==> src/rtl/instruction_fetch_queue.sv <==
// ----------------------------------------------------------------------------
// instruction_fetch_queue
//
// Fetch unit with a prefetch FIFO between a synchronous instruction memory
// (one-cycle read latency) and decode. A word-addressed fetch PC issues at most
// one read per cycle. Each returned word is queued with its PC. A redirect
// flushes the queue and drops the read that is still in flight.
//
// Ports:
//   clk            rising-edge clock
//   reset          synchronous, active-high reset
//   fetch_en       allow new memory reads (an outstanding read still lands)
//   redirect_en    one-cycle pulse: jump to redirect_addr, flush the queue
//   redirect_addr  redirect target (word address)
//   imem_rd_en     memory read strobe
//   imem_addr      byte address {fetch_pc, 2'b00}
//   imem_rdata     read data, valid the cycle after imem_rd_en
//   inst_valid     queue head is valid
//   inst_ready     decode accepts the head entry
//   inst_data      instruction at the queue head (holds when empty)
//   inst_pc        word address of the queue head (holds when empty)
//   queue_count    current queue occupancy
// ----------------------------------------------------------------------------
module instruction_fetch_queue #(
  parameter int unsigned        ADDR_W      = 30,
  parameter int unsigned        DATA_W      = 32,
  parameter int unsigned        QUEUE_DEPTH = 4,
  parameter logic [ADDR_W-1:0]  RESET_PC    = '0
) (
  input  logic                          clk,
  input  logic                          reset,
  input  logic                          fetch_en,
  input  logic                          redirect_en,
  input  logic [ADDR_W-1:0]             redirect_addr,
  output logic                          imem_rd_en,
  output logic [ADDR_W+1:0]             imem_addr,
  input  logic [DATA_W-1:0]             imem_rdata,
  output logic                          inst_valid,
  input  logic                          inst_ready,
  output logic [DATA_W-1:0]             inst_data,
  output logic [ADDR_W-1:0]             inst_pc,
  output logic [$clog2(QUEUE_DEPTH):0]  queue_count
);

  localparam int unsigned PTR_W = $clog2(QUEUE_DEPTH);
  localparam int unsigned CNT_W = PTR_W + 1;

  logic [ADDR_W-1:0] fetch_pc;
  logic              inflight;
  logic [ADDR_W-1:0] inflight_pc;

  logic [DATA_W-1:0] data_mem [QUEUE_DEPTH];
  logic [ADDR_W-1:0] pc_mem   [QUEUE_DEPTH];
  logic [PTR_W-1:0]  rd_ptr;
  logic [PTR_W-1:0]  wr_ptr;
  logic [CNT_W-1:0]  count;

  // Last value shown on the head outputs, replayed while the queue is empty.
  logic [DATA_W-1:0] hold_data;
  logic [ADDR_W-1:0] hold_pc;

  logic space_free;
  logic push;
  logic pop;

  // A queue slot is reserved at issue time, so the in-flight read counts as
  // occupied. This keeps every later push from overflowing.
  assign space_free = ({1'b0, count} + {{CNT_W{1'b0}}, inflight})
                      < (CNT_W + 1)'(QUEUE_DEPTH);

  assign imem_rd_en = fetch_en & ~redirect_en & ~reset & space_free;
  assign imem_addr  = {fetch_pc, 2'b00};

  // Redirect outranks capture and pop. The returning word is dropped, and the
  // head is not consumed even when decode is ready.
  assign push = inflight & ~redirect_en;
  assign pop  = inst_valid & inst_ready & ~redirect_en;

  assign inst_valid  = (count != '0);
  assign inst_data   = inst_valid ? data_mem[rd_ptr] : hold_data;
  assign inst_pc     = inst_valid ? pc_mem[rd_ptr]   : hold_pc;
  assign queue_count = count;

  // NOTE: sequential state uses non-blocking assignments only, so every
  // register samples the pre-edge values regardless of statement order.
  always_ff @(posedge clk) begin
    if (reset) begin
      fetch_pc    <= RESET_PC;
      inflight    <= 1'b0;
      inflight_pc <= '0;
      rd_ptr      <= '0;
      wr_ptr      <= '0;
      count       <= '0;
      hold_data   <= '0;
      hold_pc     <= '0;
    end else begin
      hold_data <= inst_data;
      hold_pc   <= inst_pc;
      if (redirect_en) begin
        fetch_pc <= redirect_addr;
        inflight <= 1'b0;
        rd_ptr   <= '0;
        wr_ptr   <= '0;
        count    <= '0;
      end else begin
        inflight <= imem_rd_en;
        if (imem_rd_en) begin
          inflight_pc <= fetch_pc;
          fetch_pc    <= fetch_pc + ADDR_W'(1);
        end
        // Depth is a power of two, so the pointers wrap on natural overflow.
        if (push) wr_ptr <= wr_ptr + PTR_W'(1);
        if (pop)  rd_ptr <= rd_ptr + PTR_W'(1);
        case ({push, pop})
          2'b10:   count <= count + CNT_W'(1);
          2'b01:   count <= count - CNT_W'(1);
          default: count <= count;
        endcase
      end
    end
  end

  // NOTE: queue storage has no reset. Entries are only read while count says
  // they are valid, and leaving the reset off keeps the array a plain RAM.
  always_ff @(posedge clk) begin
    if (!reset && push) begin
      data_mem[wr_ptr] <= imem_rdata;
      pc_mem[wr_ptr]   <= inflight_pc;
    end
  end

endmodule

==> config.mk <==
export PLATFORM = sky130hd
export DESIGN_NAME = instruction_fetch_queue
export DESIGN_NICKNAME = d
export VERILOG_FILES = /design/src/rtl/instruction_fetch_queue.sv
export SDC_FILE = /design/constraint.sdc
export NUM_CORES = 1
export LEC_CHECK = 0
export BUFFER_PORTS_ARGS = -buffer_cell sky130_fd_sc_hd__buf_2
export CORE_MARGIN = 2
export CORE_UTILIZATION = 40
export DETAILED_ROUTE_END_ITERATION = 10
export SETUP_SLACK_MARGIN = 0.1
export SLEW_MARGIN = 20
export SYNTH_ARGS = -nofsm -noshare
export SYNTH_HDL_FRONTEND = slang
export SYNTH_SLANG_ARGS = --single-unit
==> constraint.sdc <==
create_clock -name clk -period 2.9 [get_ports clk]
set_input_delay 0.58 -clock clk [delete_from_list [all_inputs] [get_ports clk]]
set_output_delay 0.58 -clock clk [all_outputs]
set_load 0.01 [all_outputs]
==> results.json <==
{
  "status": "complete, no violations",
  "cpMaxStageDelayCell": "mux4_2",
  "r2r_end": "fetch_pc[23]$_SDFFE_PP0P_",
  "drc": 0,
  "ant_nets": 0,
  "fmax_ghz": 0.363,
  "power_frac_seq": 0.500,
  "core-area_sq_mm": 0.0357,
  "min_path_cells": 1,
  "vias": 8409,
  "arrival_ns": 2.18,
  "drtIter0Drc": 579,
  "n_antenna_cell": 0,
  "yosysSeqAreaShare": 0.693,
  "drive_above_1_share": 0.347,
  "synth_cells": 936,
  "dieArea_sq_mm": 0.0380,
  "irDropWorstVdd_mv": 0.366,
  "io_pins": 166,
  "stdcell_area_sq_mm": 0.0177,
  "nets": 1199,
  "hold_path_class": "input port to flip-flop",
  "area_growth_pct": 21.6,
  "finalSetupTns_ns": 0,
  "dp.cells": 1537,
  "r2r_start": "fetch_pc[16]$_SDFFE_PP0P_",
  "synth-async-reset-ratio": 0,
  "clkPwrFrac": 0.471,
  "synth_commonest_cells": "edfxtp_1 (248), dfxtp_1 (132), nand2_1 (86), nor2b_1 (64), mux2_2 (63)",
  "maxSlewHeadroom": 0.436,
  "drt_pass1_iterations": 7,
  "switching_share": 0.199,
  "hp-start": "imem_rdata[2]",
  "synth_flop_cell": "edfxtp_1",
  "cap_violations": 0,
  "routed_wl_mm": 32.4,
  "synth_top_area_share": 0.511,
  "die_w_um": 195,
  "setup_violations": 0,
  "synth_area_leaders": "edfxtp_1 (51%), dfxtp_1 (18%), mux4_2 (9.6%)",
  "start_util": 0.407,
  "path_delay_family": "multiplexers",
  "start_kind": "flip-flop",
  "grt_pass1_vias": 8445,
  "cts-root-buf": "clkbuf_16",
  "finalMaxSlewViolations": 0,
  "yosysTopAreaCell": "edfxtp_1",
  "cts_buffers": 41,
  "cts_hold_buf": 0,
  "cts_num_sinks": 380,
  "cpPeakStageDelay_ns": 0.50,
  "grt_max_degree": 52,
  "tightestPinTransition_ns": 0.838,
  "finalCriticalPeriod_ns": 2.76,
  "globalRouteTotalUtil": 0.167,
  "cp_cell_sequence": "buf_12 > clkbuf_16 > mux4_2 > mux2_2 > buf_2",
  "portBuffers": 163,
  "hpwl_mm": 20.1,
  "num_rows": 69,
  "syn-cell-area_sq_mm": 0.0146,
  "p_per_area_mw_per_mm2": 659,
  "post_synth.cell_area_avg_sq_um": 15.6,
  "clk_pin_slew_ns": 0.06,
  "htreeDepth": 2,
  "yosysWarnings": 0,
  "fin_crit_sh": 0.951,
  "internal_power_w": 0.00935,
  "ys_ff_latch": 380,
  "path_class": "flip-flop to output pin",
  "cp-end-kind": "output pin",
  "cts_tree": "yes",
  "worstPathRequired_ns": 2.32,
  "cp.buffers_inverters": 3,
  "p_comb_frac": 0.029,
  "instances_no_fill": 1618,
  "dpl_cell_area_sq_mm": 0.0162,
  "hold_path_end": "data_mem[3][2]$_DFFE_PP_",
  "skew_ns": 0.0176,
  "grt_setup_unrepaired": "yes",
  "hold_violations": 0,
  "die-height_um": 195,
  "antenna_found_initial": 0,
  "cellLeakagePower_nw": 6.62,
  "post-route-util": 0.496,
  "crit_fanout": 10,
  "r2r_slack_ns": 0.41,
  "power_switching_w": 0.00233,
  "synth.distinct_cells": 54,
  "clockBufferDepth": 3,
  "grt_pass1_wl_mm": 49.0,
  "gp_congestion": 0.793,
  "vias_per_cell": 5.20,
  "insertion_delay_ns": 0.54,
  "wire_per_inst_um": 20.1,
  "r2r_cells": 5,
  "synth-edff-count": 248,
  "synth.most_common_cell": "edfxtp_1",
  "grt_remaining_overflow": 0
}
## power by group through the flow
stage / Clock (W) / Sequential, W / Combinational [W]
after floorplan: 0 / 0.00595 / 0.000173
final: 0.00549 / 0.00584 / 0.000341
after global routing: 0.00583 / 0.00585 / 0.000371
after CTS: 0.00564 / 0.00584 / 0.000344
after detailed placement: 0 / 0.00596 / 0.000342
after global placement: 0 / 0.00595 / 0.000336
## metal layers
metal / track usage / wire length [um] / up-vias
met4: 0.0483 / 620 / 0
met1: 0.230 / 15000 / 4213
met5: 0 / 0 / -
met3: 0.0286 / 1480 / 48
met2: 0.273 / 15300 / 233
li1: - / - / 3915
## flip-flops by register name (all words and copies together), names as in the netlist, named ones only
signal	flops
hold_pc	30
queue_count	3
wr_ptr	2
inflight	1
rd_ptr	2
hold_data	32
fetch_pc	30
data_mem	128
inflight_pc	30
pc_mem	120
## stage by stage
step,setup slack (ns),hold WS (ns),power (W)
finish,0.143,0.262,0.0117
global route,0.0816,0.241,0.0121
CTS,0.0935,0.233,0.0118
detailed placement,0.134,0.493,0.00630
global placement,0.172,0.477,0.00629
floorplan,0.279,0.460,0.00612
## area by class of cell
type                       instances  area (sq um)
multi-input combinational        488          4210
tap                              461           577
fill                            3101         18000
inverter                          14          60.1
sequential                       380         10100
clock inverter                    17           240
clock buffer                      58          1200
timing repair buffer             200          1330
## worst register-to-register path, stage by stage (launching register included)
cell and delay (ns):
dfxtp_1 0.48, nand4_1 0.21, nor4_1 0.78, nand2_1 0.29, or4b_1 0.53, a31oi_1 0.13
## placed cells by master, fill, tap and decap left out, types with 10 or more instances in the layout
master and count:
mux2_2 63, a21oi_1 54, edfxtp_1 248, buf_4 20
o21ai_0 10, mux4_2 62, nor2_1 30, clkbuf_16 47
nand4_1 10, buf_2 162, buf_12 14, inv_1 13
nand2_1 86, dfxtp_1 130, nor2b_1 64
## worst max-delay path by stage
stage | from | end | slack, ns | cells past startpoint
2_1_floorplan | redirect_en | queue_count[2]$_SDFFE_PP0P_ | 0.28 | 10
3_3_place_gp | reset | fetch_pc[27]$_SDFFE_PP0P_ | 0.17 | 6
3_5_place_dp | reset | fetch_pc[27]$_SDFFE_PP0P_ | 0.13 | 6
4_1_cts | flip-flop | inst_pc[11] | 0.09 | 4
5_1_grt | flip-flop | inst_pc[11] | 0.08 | 5
6_report | flip-flop | inst_pc[17] | 0.14 | 5
## cells by family (layout without fill, tap and decap cells)
kind of cell | Yosys count | count (layout) | synth area share
and+or+nand+nor | 243 | 243 | 0.0874
muxes | 130 | 130 | 0.148
AOI/OAI and AO/OA | 101 | 101 | 0.0415
other | 1 | 2 | 0.000257
DFF | 380 | 380 | 0.693
adders and majority gates | 7 | 7 | 0.00653
buffers and inverters | 69 | 289 | 0.0204
xor gates and xnor gates | 5 | 5 | 0.00301
## timing repair
| action | 4_1_cts | 5_1_grt |
|---|---|---|
| cloned | 0 | 3 |
| resized for setup | 1 | 2 |
| buffers inserted | 1 | 2 |
| pin swaps | 0 | 1 |
| setup endpoints to repair | 55 | 24 |
No activity file was read; power rests on OpenSTA's default activity.
